File: config.mk
export PLATFORM = sky130hd
export DESIGN_NAME = systolic_result_drain_flat
export DESIGN_NICKNAME = d
export VERILOG_FILES = /design/src/rtl/systolic_result_drain_if.sv /design/src/rtl/systolic_result_drain.sv /design/src/flat_wrapper.sv
export SDC_FILE = /design/constraint.sdc
export NUM_CORES = 1
export LEC_CHECK = 0
export CAP_MARGIN = 20
export CORE_MARGIN = 8
export CORE_UTILIZATION = 30
export DETAILED_ROUTE_END_ITERATION = 10
export HOLD_SLACK_MARGIN = 0.05
export MAX_ROUTING_LAYER = met4
export SYNTH_ARGS = -nofsm -noshare
export SYNTH_HDL_FRONTEND = slang
export SYNTH_SLANG_ARGS = --single-unit
File: constraint.sdc
create_clock -name clk -period 2.2 [get_ports clk]
set_input_delay 0.66 -clock clk [delete_from_list [all_inputs] [get_ports clk]]
set_output_delay 0.66 -clock clk [all_outputs]
set_load 0.03 [all_outputs]
File: src/rtl/systolic_result_drain_if.sv
// Strobe/result bus between the array controller, PE grid, result sink and systolic_result_drain.
// out_is_sum exists only when SYS_DRAIN_ROW_SUM_EN is defined.
interface systolic_result_drain_if #(
   parameter int unsigned N  = 5,
   parameter int unsigned DW = 16
);
   localparam int unsigned NN = N * N;
   localparam int unsigned IW = (NN > 1) ? $clog2(NN) : 1;

   logic [NN-1:0]    read;
   logic [NN*DW-1:0] pe_data;
   logic [DW-1:0]    out_data;
   logic             out_valid;
   logic             out_ready;
   logic [IW-1:0]    out_idx;
   logic             out_last;
   logic             busy;
   logic             overrun;
`ifdef SYS_DRAIN_ROW_SUM_EN
   logic             out_is_sum;

   modport master (
      output read, pe_data, out_ready,
      input  out_data, out_valid, out_idx, out_last, busy, overrun, out_is_sum
   );
   modport slave (
      input  read, pe_data, out_ready,
      output out_data, out_valid, out_idx, out_last, busy, overrun, out_is_sum
   );
`else
   modport master (
      output read, pe_data, out_ready,
      input  out_data, out_valid, out_idx, out_last, busy, overrun
   );
   modport slave (
      input  read, pe_data, out_ready,
      output out_data, out_valid, out_idx, out_last, busy, overrun
   );
`endif
endinterface

File: src/rtl/systolic_result_drain.sv
// Captures N*N PE results into a shadow buffer on a read strobe and streams them on valid/ready.
// Define SYS_DRAIN_ROW_SUM_EN to append a row-sum beat (flagged by out_is_sum) after each row.
module systolic_result_drain #(
   parameter int unsigned N  = 5,
   parameter int unsigned DW = 16
) (
   input logic                    clk,
   input logic                    rst_n,
   systolic_result_drain_if.slave bus
);
   localparam int unsigned   NN      = N * N;
   localparam int unsigned   IW      = (NN > 1) ? $clog2(NN) : 1;
   localparam logic [IW-1:0] LastIdx = IW'(NN - 1);

   typedef enum logic [0:0] {StIdle, StDrain} state_e;

   state_e        r_state, w_state_d;
   logic [DW-1:0] r_buf [NN];
   logic [DW-1:0] r_data, w_data_d;
   logic [IW-1:0] r_idx, w_idx_d, w_idx_inc;
   logic          r_last, w_last_d;
   logic          r_overrun, w_overrun_d;
   logic          w_capture, w_any_read, w_hs;
   logic [DW-1:0] w_word0, w_word_inc;

`ifdef SYS_DRAIN_ROW_SUM_EN
   localparam int unsigned   CW      = (N > 1) ? $clog2(N) : 1;
   localparam logic [CW-1:0] LastCol = CW'(N - 1);

   logic          r_is_sum, w_is_sum_d;
   logic [DW-1:0] r_acc, w_acc_d;
   logic [CW-1:0] r_col, w_col_d;
`endif

   assign w_any_read = |bus.read;
   assign w_hs       = (r_state == StDrain) && bus.out_ready;
   assign w_idx_inc  = r_idx + 1'b1;
   assign w_word_inc = r_buf[w_idx_inc];
   // First beat must reflect a word captured on this same edge
   assign w_word0    = bus.read[0] ? bus.pe_data[DW-1:0] : r_buf[0];

   always_comb begin
      w_state_d   = r_state;
      w_data_d    = r_data;
      w_idx_d     = r_idx;
      w_last_d    = r_last;
      w_overrun_d = r_overrun;
      w_capture   = 1'b0;
`ifdef SYS_DRAIN_ROW_SUM_EN
      w_is_sum_d  = r_is_sum;
      w_acc_d     = r_acc;
      w_col_d     = r_col;
`endif
      unique case (r_state)
         StIdle: begin
            if (w_any_read) begin
               w_capture = 1'b1;
               w_state_d = StDrain;
            end
         end
         StDrain: begin
            if (w_hs && r_last) begin
               if (w_any_read) w_capture = 1'b1;
               else            w_state_d = StIdle;
            end else begin
               if (w_any_read) w_overrun_d = 1'b1;
               if (w_hs) begin
`ifdef SYS_DRAIN_ROW_SUM_EN
                  if (r_is_sum) begin
                     w_idx_d    = w_idx_inc;
                     w_data_d   = w_word_inc;
                     w_is_sum_d = 1'b0;
                     w_last_d   = 1'b0;
                  end else if (r_col == LastCol) begin
                     // Row complete: hold the index and emit the row sum
                     w_data_d   = r_acc + r_data;
                     w_acc_d    = '0;
                     w_col_d    = '0;
                     w_is_sum_d = 1'b1;
                     w_last_d   = (r_idx == LastIdx);
                  end else begin
                     w_acc_d  = r_acc + r_data;
                     w_col_d  = r_col + 1'b1;
                     w_idx_d  = w_idx_inc;
                     w_data_d = w_word_inc;
                     w_last_d = 1'b0;
                  end
`else
                  w_idx_d  = w_idx_inc;
                  w_data_d = w_word_inc;
                  w_last_d = (w_idx_inc == LastIdx);
`endif
               end
            end
         end
         default: w_state_d = StIdle;
      endcase

      if (w_capture) begin
         w_idx_d  = '0;
         w_data_d = w_word0;
`ifdef SYS_DRAIN_ROW_SUM_EN
         w_last_d   = 1'b0;
         w_is_sum_d = 1'b0;
         w_acc_d    = '0;
         w_col_d    = '0;
`else
         w_last_d = (LastIdx == '0);
`endif
      end else if (w_state_d == StIdle) begin
         w_idx_d  = '0;
         w_data_d = '0;
         w_last_d = 1'b0;
`ifdef SYS_DRAIN_ROW_SUM_EN
         w_is_sum_d = 1'b0;
         w_acc_d    = '0;
         w_col_d    = '0;
`endif
      end
   end

   always_ff @(posedge clk or negedge rst_n) begin
      if (!rst_n) begin
         r_state   <= StIdle;
         r_data    <= '0;
         r_idx     <= '0;
         r_last    <= 1'b0;
         r_overrun <= 1'b0;
`ifdef SYS_DRAIN_ROW_SUM_EN
         r_is_sum  <= 1'b0;
         r_acc     <= '0;
         r_col     <= '0;
`endif
      end else begin
         r_state   <= w_state_d;
         r_data    <= w_data_d;
         r_idx     <= w_idx_d;
         r_last    <= w_last_d;
         r_overrun <= w_overrun_d;
`ifdef SYS_DRAIN_ROW_SUM_EN
         r_is_sum  <= w_is_sum_d;
         r_acc     <= w_acc_d;
         r_col     <= w_col_d;
`endif
      end
   end

   always_ff @(posedge clk or negedge rst_n) begin
      if (!rst_n) begin
         for (int unsigned i = 0; i < NN; i++) r_buf[i] <= '0;
      end else if (w_capture) begin
         for (int unsigned i = 0; i < NN; i++) begin
            if (bus.read[i]) r_buf[i] <= bus.pe_data[i*DW +: DW];
         end
      end
   end

   assign bus.out_data  = r_data;
   assign bus.out_valid = (r_state == StDrain);
   assign bus.busy      = (r_state == StDrain);
   assign bus.out_idx   = r_idx;
   assign bus.out_last  = r_last;
   assign bus.overrun   = r_overrun;
`ifdef SYS_DRAIN_ROW_SUM_EN
   assign bus.out_is_sum = r_is_sum;
`endif
endmodule

File: src/flat_wrapper.sv
// flat-port wrapper written by rule: the top's interface ports become plain ports
module systolic_result_drain_flat 
#(
   parameter int unsigned N  = 5,
   parameter int unsigned DW = 16
)
  (clk, rst_n, bus_read, bus_pe_data, bus_out_ready, bus_out_data, bus_out_valid, bus_out_idx, bus_out_last, bus_busy, bus_overrun);
  systolic_result_drain_if #(.N(N), .DW(DW)) bus_i ();
  input logic clk;
  input logic rst_n;
  input wire logic [$bits(bus_i.read)-1:0] bus_read;
  input wire logic [$bits(bus_i.pe_data)-1:0] bus_pe_data;
  input wire logic [$bits(bus_i.out_ready)-1:0] bus_out_ready;
  output wire logic [$bits(bus_i.out_data)-1:0] bus_out_data;
  output wire logic [$bits(bus_i.out_valid)-1:0] bus_out_valid;
  output wire logic [$bits(bus_i.out_idx)-1:0] bus_out_idx;
  output wire logic [$bits(bus_i.out_last)-1:0] bus_out_last;
  output wire logic [$bits(bus_i.busy)-1:0] bus_busy;
  output wire logic [$bits(bus_i.overrun)-1:0] bus_overrun;
  assign bus_i.read = bus_read;
  assign bus_i.pe_data = bus_pe_data;
  assign bus_i.out_ready = bus_out_ready;
  assign bus_out_data = bus_i.out_data;
  assign bus_out_valid = bus_i.out_valid;
  assign bus_out_idx = bus_i.out_idx;
  assign bus_out_last = bus_i.out_last;
  assign bus_busy = bus_i.busy;
  assign bus_overrun = bus_i.overrun;
  systolic_result_drain #(.N(N), .DW(DW)) u_core (.clk(clk), .rst_n(rst_n), .bus(bus_i));
endmodule
==> results of run 1 <==
## metal layers
metal,part of all wire,GRT usage,vias up
li1,-,-,5998
met1,0.44,0.271,7264
met2,0.48,0.328,445
met3,0.054,0.0346,112
met4,0.029,0.0680,0
met5,0,-,-
## worst max-delay path, delay by kind of cell (launching register included)
| kind | cells | cell delay (ps) |
|---|---|---|
| AOI/OAI and AO/OA | 3 | 500 |
| adders and majority gates | 1 | 330 |
| buffers and inverters | 3 | 440 |
| DFF | 1 | 510 |
| muxes | 1 | 520 |
## worst max-delay path by stage
stage	from	end
2_1_floorplan	u_core.bus.out_idx[1]	u_core.bus.out_data[2]
3_3_place_gp	bus_read[4]	u_core.r_buf[372]
3_5_place_dp	bus_read[4]	u_core.r_buf[340]
4_1_cts	u_core.bus.out_idx[0]	u_core.bus.out_data[10]
5_1_grt	u_core.bus.out_idx[0]	u_core.bus.out_data[4]
6_report	u_core.bus.out_idx[0]	u_core.bus.out_data[4]
## logic make-up after synthesis
logic type / share of synthesized area
buf+inv: 0.0363
compound gates: 0.0372
fa+ha+maj: 0.00121
simple gates: 0.0538
xor+xnor: 0.00368
flops: 0.511
mux: 0.356
## placed cells by master (no fill, tap or decap), types with 22 or more instances in the layout
cell             count
buf_12              26
buf_4               97
clkbuf_16           53
clkdlybuf4s50_1    406
dfrtp_1            420
dlygate4sd2_1       22
mux2_2              96
mux2_4             288
mux4_2              96
nand2_1             72
nand2_8             39
nor2b_1             28
## power by group through the flow
stage	clock network (mW)	logic [mW]	registers, mW
floorplan	0	11.6	13.5
global placement	0	18.3	13.8
detailed placement	0	18.4	14.0
CTS	9.01	20.6	14.0
global route	9.32	21.9	14.6
finish	8.82	20.6	14.2
## final cells by class
type | count | area [sq um] | share of cell area
diodes | 13 | 32.5 | 0.00108
inverters | 3 | 11.3 | 0.000373
clock buffers | 81 | 1550 | 0.0513
well taps | 931 | 1160 | 0.0385
repair buffers | 591 | 6100 | 0.202
clock inverters | 13 | 200 | 0.00662
flip-flops and latches | 424 | 10600 | 0.351
multi-input cells | 785 | 10500 | 0.349
## timing repair
item,4_1_cts,5_1_grt
resized for setup,204,110
gates cloned,27,0
hold buffers,1,0
hold endpoints to repair,22,0
endpoints found under the setup margin,393,355
pin swaps,40,31
setup buffers,11,1
## state kept, by name, summed over array words and instances (netlist names)
signal	flops
u_core.r_buf	400
u_core.bus.overrun	1
u_core.bus.out_idx	5
u_core.bus.busy	1
u_core.bus.out_data	16
u_core.bus.out_last	1
==> results_dict.tcl, run 1 <==
set metrics [dict create \
    worst_r2r_path_depth 8 \
    synth_most_common_cell "dfrtp_1" \
    final_util 0.441 \
    cts_made_buffers 50 \
    pwr_density_cell_nw_per_um2 1440 \
    finalNonFillerCells 2841 \
    maxSlewViolCount 0 \
    die_y_um 279 \
    cts_tree "done" \
    p_clk_frac 0.202 \
    share_comb_of_total_power 0.473 \
    max_slew_margin 0.674 \
    tns_ps -3620 \
    p_int_mw 29.2 \
    slowest_stage "mux4_2" \
    area_growth_pct 45.7 \
    yosys-top-cells-area "dfrtp_1 (51%), mux2_4 (14%), mux4_2 (10%), mux2_2 (10%), buf_12 (2.1%)" \
    min_path_type "flop to flop" \
    hpwl_um 57700 \
    yosysTopAreaCell "dfrtp_1" \
    cp.required_ps 2650 \
    r2r-end "u_core.bus.out_data[4]" \
    gp_congestion 0.847 \
    yosysTopAreaCellShare 0.511 \
    cp_cell_sequence "ha_4 -> buf_12 -> buf_12 -> mux4_2 -> a22oi_2 -> buf_4 -> a32o_2 -> o221ai_2" \
    slowest_delay_ps 520 \
    fillers 6090 \
    min_path_cells 2 \
    synth_flop_cell "dfrtp_1" \
    finalWirelength_um 79900 \
    design_area_sq_um 30200 \
    min_to "u_core.bus.out_data[11]" \
    swShare 0.330 \
    status "finished with violations" \
    fin_crit_ps 2440 \
    nets 2285 \
    violations "negative setup slack" \
    synthCells 1267 \
    ys_warn_count 0 \
    grt_usage 0.207 \
    crit_arrival_ps 2890 \
    dp.cells 2700 \
    ys_top_cells_by_count "dfrtp_1 (424), mux2_4 (200), mux2_2 (184), mux4_2 (96), nand2_1 (72)" \
    synthArstFlopShare 1.00 \
    grt_antenna_before_repair 17 \
    yosysSeqAreaShare 0.511 \
    crit_type "flop to flop" \
    netlist_area_sq_um 20700 \
    synth.avg_cell_area_sq_um 16.4 \
    core_sq_um 68600 \
    cts_root_buffer "clkbuf_16" \
    cp_common_cell "buf_12" \
    drv_cap 0 \
    synth_edf_count 0 \
    ff2ff_setup_slack_ps -240 \
    worst_slew_pin_slew_ps 491 \
    place_area_sq_um 27000 \
    clk_path_buf_depth 3 \
    viasPerCell 4.86 \
    hold_start "u_core.bus.out_data[11]" \
    rows 96 \
    place_ws_ps -1390 \
    synth_seq_cells 424 \
    cts_num_sinks 424 \
    grt_overflow_total 0 \
    synth_cell_type_count 48 \
    leakage_nw 13.7 \
    route.vias.total 13800 \
    worst_hold_slack_ps 492 \
    wire_per_inst_um 28.1 \
    reg2reg_from "u_core.bus.out_idx[0]" \
    synth_nets 1697 \
    ant_nets 0 \
    ir_drop_uv 570 \
    dr.pass1.iters 5 \
    io_buffer_count 452 \
    h-tree-depth 2 \
    total_power_mw 43.6 \
    worst-path-max-fanout 6 \
    grt_max_degree 73 \
    start_util 0.303 \
    first_iter_violations 787 \
    boundaryPins 453 \
    setup_viol 80 \
    fmax_mhz 410 \
    path_clk_slew_ps 60 \
    grt_pass1_wl_um 114000 \
    endpoint_kind "flop" \
    timing.final.ws_setup_ps -242 \
    layout-drive-gt1-share 0.439 \
    drcViolationCount 0 \
    die_width_um 279 \
    p_seq_frac 0.325 \
    finalClockSkew_ps 23.7 \
    grt_pass1_vias 15800 \
    fin_crit_sh 1.11 \
    grt_setup_unrepaired "true" \
    clkLatencyLatePin_ps 590 \
    die_area_sq_um 77800 \
    worstSetupStartpointType "flop" \
    hold_violations 0 \
    power_switching_mw 14.4 \
]
Note: power is estimated with default switching activity, not from simulation.
==> run 2: changes to the inputs <==
--- a/config.mk
+++ b/config.mk
@@ -6,11 +6,13 @@
 export NUM_CORES = 1
 export LEC_CHECK = 0
 export CAP_MARGIN = 20
-export CORE_MARGIN = 8
+export CORE_MARGIN = 1
 export CORE_UTILIZATION = 30
 export DETAILED_ROUTE_END_ITERATION = 10
 export HOLD_SLACK_MARGIN = 0.05
 export MAX_ROUTING_LAYER = met4
+export PLACE_DENSITY = 0.52
+export SLEW_MARGIN = 20
 export SYNTH_ARGS = -nofsm -noshare
 export SYNTH_HDL_FRONTEND = slang
 export SYNTH_SLANG_ARGS = --single-unit
==> run 2 against run 1 <==
First-iteration DRC count rose by 24%. Total power rose by 2.9%. Cell count fell by 0.49%. The run still ends with negative setup slack left.
==> results_dict.tcl, run 2 (synthesized netlist as in run 1, its figures left out) <==
set metrics [dict create \
    fin_crit_ps 2480 \
    cts_num_sinks 424 \
    crit_type "flop to flop" \
    tns_ps -3760 \
    layout_common_cells "dfrtp_1 (419), clkdlybuf4s50_1 (402), mux2_4 (247)" \
    path_clk_slew_ps 60 \
    worst-path-max-fanout 7 \
    p_int_mw 29.8 \
    power_switching_mw 15.0 \
    swShare 0.335 \
    finalClockSkew_ps 19.7 \
    fillers 6153 \
    p_seq_frac 0.314 \
    nets 2318 \
    worst_hold_slack_ps 482 \
    min_path_type "flop to flop" \
    max_slew_margin 0.658 \
    finalWirelength_um 78300 \
    h-tree-depth 2 \
    worst_slew_pin_slew_ps 516 \
    area_growth_pct 46.5 \
    place_area_sq_um 26900 \
    cts_tree "done" \
    grt_overflow_total 0 \
    dr.pass1.iters 5 \
    p_clk_frac 0.197 \
    violations "negative setup slack" \
    drcViolationCount 0 \
    gp_congestion 0.835 \
    maxSlewViolCount 0 \
    layout-drive-gt1-share 0.459 \
    multi_input_area_sq_um 10400 \
    drv_cap 0 \
    largest_register_ff_count 400 \
    cts_made_buffers 51 \
    ant_nets 0 \
    wire_per_inst_um 27.7 \
    route.vias.total 13900 \
    viasPerCell 4.92 \
    ir_drop_uv 636 \
    grt_max_degree 60 \
    reg2reg_from "u_core.bus.out_idx[0]" \
    grt_pass1_wl_um 110000 \
    rows 96 \
    ff2ff_setup_slack_ps -280 \
    grt_setup_unrepaired "true" \
    clk_path_buf_depth 3 \
    hpwl_um 54400 \
    die_area_sq_um 70200 \
    timing.final.ws_setup_ps -284 \
    grt_antenna_before_repair 16 \
    top_register "u_core.r_buf" \
    status "finished with violations" \
    share_comb_of_total_power 0.489 \
    die_width_um 265 \
    cp.required_ps 2660 \
    place_ws_ps -1110 \
    final_common_cell "dfrtp_1" \
    grt_pass1_vias 15200 \
    pwr_density_cell_nw_per_um2 1480 \
    clkLatencyLatePin_ps 600 \
    worst_r2r_path_depth 8 \
    start_util 0.303 \
    boundaryPins 453 \
    io_buffer_count 452 \
    worstSetupStartpointType "flop" \
    fmax_mhz 403 \
    grt_usage 0.227 \
    setup.worst_path.end "u_core.bus.out_data[4]" \
    r2r-end "u_core.bus.out_data[4]" \
    first_iter_violations 977 \
    cts_root_buffer "clkbuf_16" \
    setup_viol 17 \
    seqCellArea_sq_um 10600 \
    startpoint "u_core.bus.out_idx[0]" \
    fin_crit_sh 1.13 \
    endpoint_kind "flop" \
    crit_arrival_ps 2940 \
    design_area_sq_um 30400 \
    leakage_nw 13.7 \
    die_y_um 265 \
    hold_violations 0 \
    core_sq_um 68500 \
]
==> run 2: through the flow <==
stage | total power [mW] | std cells | utilization
global route | 47.0 | 2827 | 0.444
detailed placement | 32.5 | 2648 | 0.393
finish | 44.9 | 2827 | 0.444
floorplan | 25.1 | 1267 | -
global placement | 32.1 | 2648 | 0.393
CTS | 43.9 | 2785 | 0.437
==> run 2: cell type report <==
| type | count | area share |
|---|---|---|
| Sequential cell | 424 | 0.349 |
| Timing Repair Buffer | 623 | 0.212 |
| Clock buffer | 68 | 0.0477 |
| Inverter | 3 | 0.000370 |
| Tap cell | 882 | 0.0363 |
| Clock inverter | 28 | 0.0100 |
| Multi-Input combinational cell | 785 | 0.343 |
| Antenna cell | 14 | 0.00115 |
==> run 2: power groups by stage <==
stage                     clock, mW  sequential [mW]  combinational (mW)
after floorplan                   0             13.5                11.6
after global placement            0             13.9                18.2
after detailed placement          0             14.0                18.4
after CTS                      9.05             14.0                20.9
after global routing           9.37             14.5                23.1
final                          8.83             14.1                21.9
==> run 2: worst max-delay path, stage by stage, from the launching register on <==
cell,delay [ps]
dfrtp_4,500
ha_4,310
buf_12,140
buf_4,180
mux4_2,520
a22oi_2,270
buf_4,180
a32o_2,150
o221ai_2,100
==> run 2: worst min path at each step <==
| stage | from | slack [ps] | cells past startpoint | to |
|---|---|---|---|---|
| floorplan | rst_n | 360 | 0 | u_core.bus.busy |
| global placement | u_core.bus.overrun | 460 | 1 | u_core.bus.overrun |
| detailed placement | u_core.bus.out_data[15] | 470 | 2 | u_core.bus.out_data[15] |
| CTS | u_core.bus.overrun | 480 | 1 | u_core.bus.overrun |
| global route | u_core.bus.out_data[12] | 510 | 2 | u_core.bus.out_data[12] |
| finish | u_core.bus.out_data[12] | 480 | 2 | u_core.bus.out_data[12] |
==> run 2: metal layers <==
layer / track usage / wire length (um)
met1: 0.291 / 33800
met4: 0.0683 / 1930
met3: 0.0485 / 4250
met2: 0.360 / 38300
met5: - / 0
==> run 2: timing repair <==
item | in CTS | in global routing
setup endpoints to repair | 392 | 352
pin swaps | 61 | 35
setup buffers | 19 | 28
cloned | 27 | 3
hold buffers | 1 | 0
hold endpoints to repair | 29 | 0
resized for setup | 231 | 71
==> run 3: changes to the inputs <==
--- a/config.mk
+++ b/config.mk
@@ -7,11 +7,11 @@
 export LEC_CHECK = 0
 export CAP_MARGIN = 20
 export CORE_MARGIN = 1
-export CORE_UTILIZATION = 30
+export CORE_UTILIZATION = 46
 export DETAILED_ROUTE_END_ITERATION = 10
 export HOLD_SLACK_MARGIN = 0.05
 export MAX_ROUTING_LAYER = met4
-export PLACE_DENSITY = 0.52
+export PLACE_DENSITY = 0.75
 export SLEW_MARGIN = 20
 export SYNTH_ARGS = -nofsm -noshare
 export SYNTH_HDL_FRONTEND = slang
==> run 3 against run 2 <==
Flip-flop and latch count unchanged. Routed wire length shrank 11%. Total power down 1.8%. Highest routed layer unchanged. Via count up 1.8%. Non-clock buffer count up 3. The run still ends with negative setup slack left. Maximum frequency rose by 2.2%. Combinational power barely moved. Global-route usage is 7.7 points higher. Largest cell class unchanged. Die area fell by 35%.
==> results_dict.tcl, run 3 (synthesized netlist as in run 1, its figures left out) <==
set metrics [dict create \
    cts_tree "done" \
    worst_r2r_path_depth 8 \
    min_path_cells 1 \
    endpoint_kind "flop" \
    cts_num_sinks 424 \
    grt_pass1_wl_um 99100 \
    wire_per_inst_um 27.6 \
    ant_nets 0 \
    p_clk_frac 0.187 \
    place_area_sq_um 26500 \
    cts_made_buffers 48 \
    pwr_density_cell_nw_per_um2 1470 \
    p_seq_frac 0.323 \
    worst_hold_slack_ps 488 \
    min_to "u_core.bus.overrun" \
    grt_setup_unrepaired "true" \
    leakage_nw 13.6 \
    boundaryPins 453 \
    drv_cap 0 \
    worst_slew_pin_slew_ps 489 \
    drcViolationCount 0 \
    p_int_mw 29.5 \
    timing.final.ws_setup_ps -231 \
    die_y_um 214 \
    power_switching_mw 14.6 \
    rows 77 \
    reg2reg_from "u_core.bus.out_idx[0]" \
    clk_path_buf_depth 3 \
    grt_overflow_total 0 \
    finalClockSkew_ps 17.4 \
    crit_type "flop to flop" \
    layout_common_cells "dfrtp_1 (421), clkdlybuf4s50_1 (407), mux2_4 (208)" \
    fillers 3058 \
    finalWirelength_um 70000 \
    finalNonFillerCells 2536 \
    grt_usage 0.305 \
    slowest_delay_ps 540 \
    fin_crit_ps 2430 \
    largest_register_ff_count 400 \
    ir_drop_uv 728 \
    r2r-end "u_core.bus.out_data[13]" \
    multi_input_area_sq_um 10300 \
    swShare 0.331 \
    route.vias.total 14200 \
    io_buffer_count 452 \
    cts_root_buffer "clkbuf_16" \
    hold_violations 0 \
    top_register "u_core.r_buf" \
    slowest_stage "mux4_2" \
    cp_common_cell "buf_12" \
    die_width_um 214 \
    crit_arrival_ps 2880 \
    dr.pass1.iters 5 \
    fin_crit_sh 1.11 \
    start_util 0.468 \
    clkLatencyLatePin_ps 590 \
    dp.cells 2354 \
    final_common_cell "dfrtp_1" \
    h-tree-depth 2 \
    core_sq_um 44300 \
    grt_pass1_vias 15400 \
    maxSlewViolCount 0 \
    path_clk_slew_ps 60 \
    status "finished with violations" \
    hpwl_um 47600 \
    grt_antenna_before_repair 26 \
    first_iter_violations 1018 \
    setup_viol 17 \
    ff2ff_setup_slack_ps -230 \
    fmax_mhz 411 \
    grt_max_degree 62 \
    startpoint "u_core.bus.out_idx[0]" \
    crit_family "multiplexers" \
    nets 2314 \
    share_comb_of_total_power 0.491 \
    cp_cell_sequence "ha_4 -> buf_12 -> buf_12 -> buf_6 -> mux4_2 -> a22oi_2 -> a32o_2 -> o221ai_2" \
    gp_congestion 0.889 \
    viasPerCell 5.58 \
    worst-path-max-fanout 6 \
    critPathBufInv 3 \
    design_area_sq_um 29900 \
    max_slew_margin 0.675 \
    hold_start "u_core.bus.overrun" \
    die_area_sq_um 46000 \
    cp.required_ps 2650 \
    violations "negative setup slack" \
    area_growth_pct 44.0 \
    layout-drive-gt1-share 0.456 \
    worstSetupStartpointType "flop" \
    seqCellArea_sq_um 10600 \
    min_path_type "flop to flop" \
]
run 3: cell count changes in the layout (fill, tap and decap cells not counted), moves of 5 or more:
cell / previous run / this run
buf_12: 32 / 27
buf_8: 3 / 8
clkdlybuf4s15_1: 5 / 0
clkdlybuf4s50_1: 402 / 407
clkinvlp_4: 8 / 1
diode_2: 14 / 25
mux2_2: 137 / 176
mux2_4: 247 / 208
nand2_1: 70 / 65
run 3: layout make-up:
class	count	share of cell area
antenna	25	0.00209
clock buffer	74	0.0492
clock inverter	11	0.00456
inverter	3	0.000377
multi-input combinational	781	0.344
sequential	424	0.355
tap	592	0.0248
timing repair buffer	626	0.220
run 3: power by group through the flow:
stage	combinational (mW)	clock [mW]	sequential, mW
final	21.6	8.22	14.2
after floorplan	11.6	0	13.5
after detailed placement	17.8	0	14.0
after global placement	17.4	0	13.8
after CTS	20.2	8.30	14.0
after global routing	22.6	8.65	14.6
run 3: worst max-delay path by stage:
stage                              endpoint  slack [ps]  cells after the start
floorplan            u_core.bus.out_data[2]        -0.8                      7
global placement           u_core.r_buf[84]       -1080                      8
detailed placement        u_core.r_buf[372]       -1110                      8
CTS                 u_core.bus.out_data[13]        -200                      8
global route         u_core.bus.out_data[8]        -260                     10
finish              u_core.bus.out_data[13]        -230                      8
run 3: layer usage:
layer,vias up,GRT usage,wire length [um]
met5,-,-,0
met4,0,0.124,2630
met3,137,0.0618,4490
met2,603,0.480,34300
met1,7378,0.386,28600
li1,6044,-,-
run 3: what timing repair did:
item                                    CTS  global route
hold buffers                              1             0
buffers inserted                         16            32
hold endpoints to repair                 29             0
pin swaps                                36            38
gates cloned                             16            12
endpoints found under the setup margin  392           320
resized for setup                       192            56
run 3: through the flow:
stage	utilization	setup WS, ps	TNS (ps)	total power, mW
2_1_floorplan	-	-0.842	-3.61	25.1
3_3_place_gp	0.598	-1080	-371390	31.2
3_5_place_dp	0.598	-1110	-381180	31.8
4_1_cts	0.658	-203	-2480	42.5
5_1_grt	0.674	-259	-3550	45.8
6_report	0.674	-231	-2440	44.1
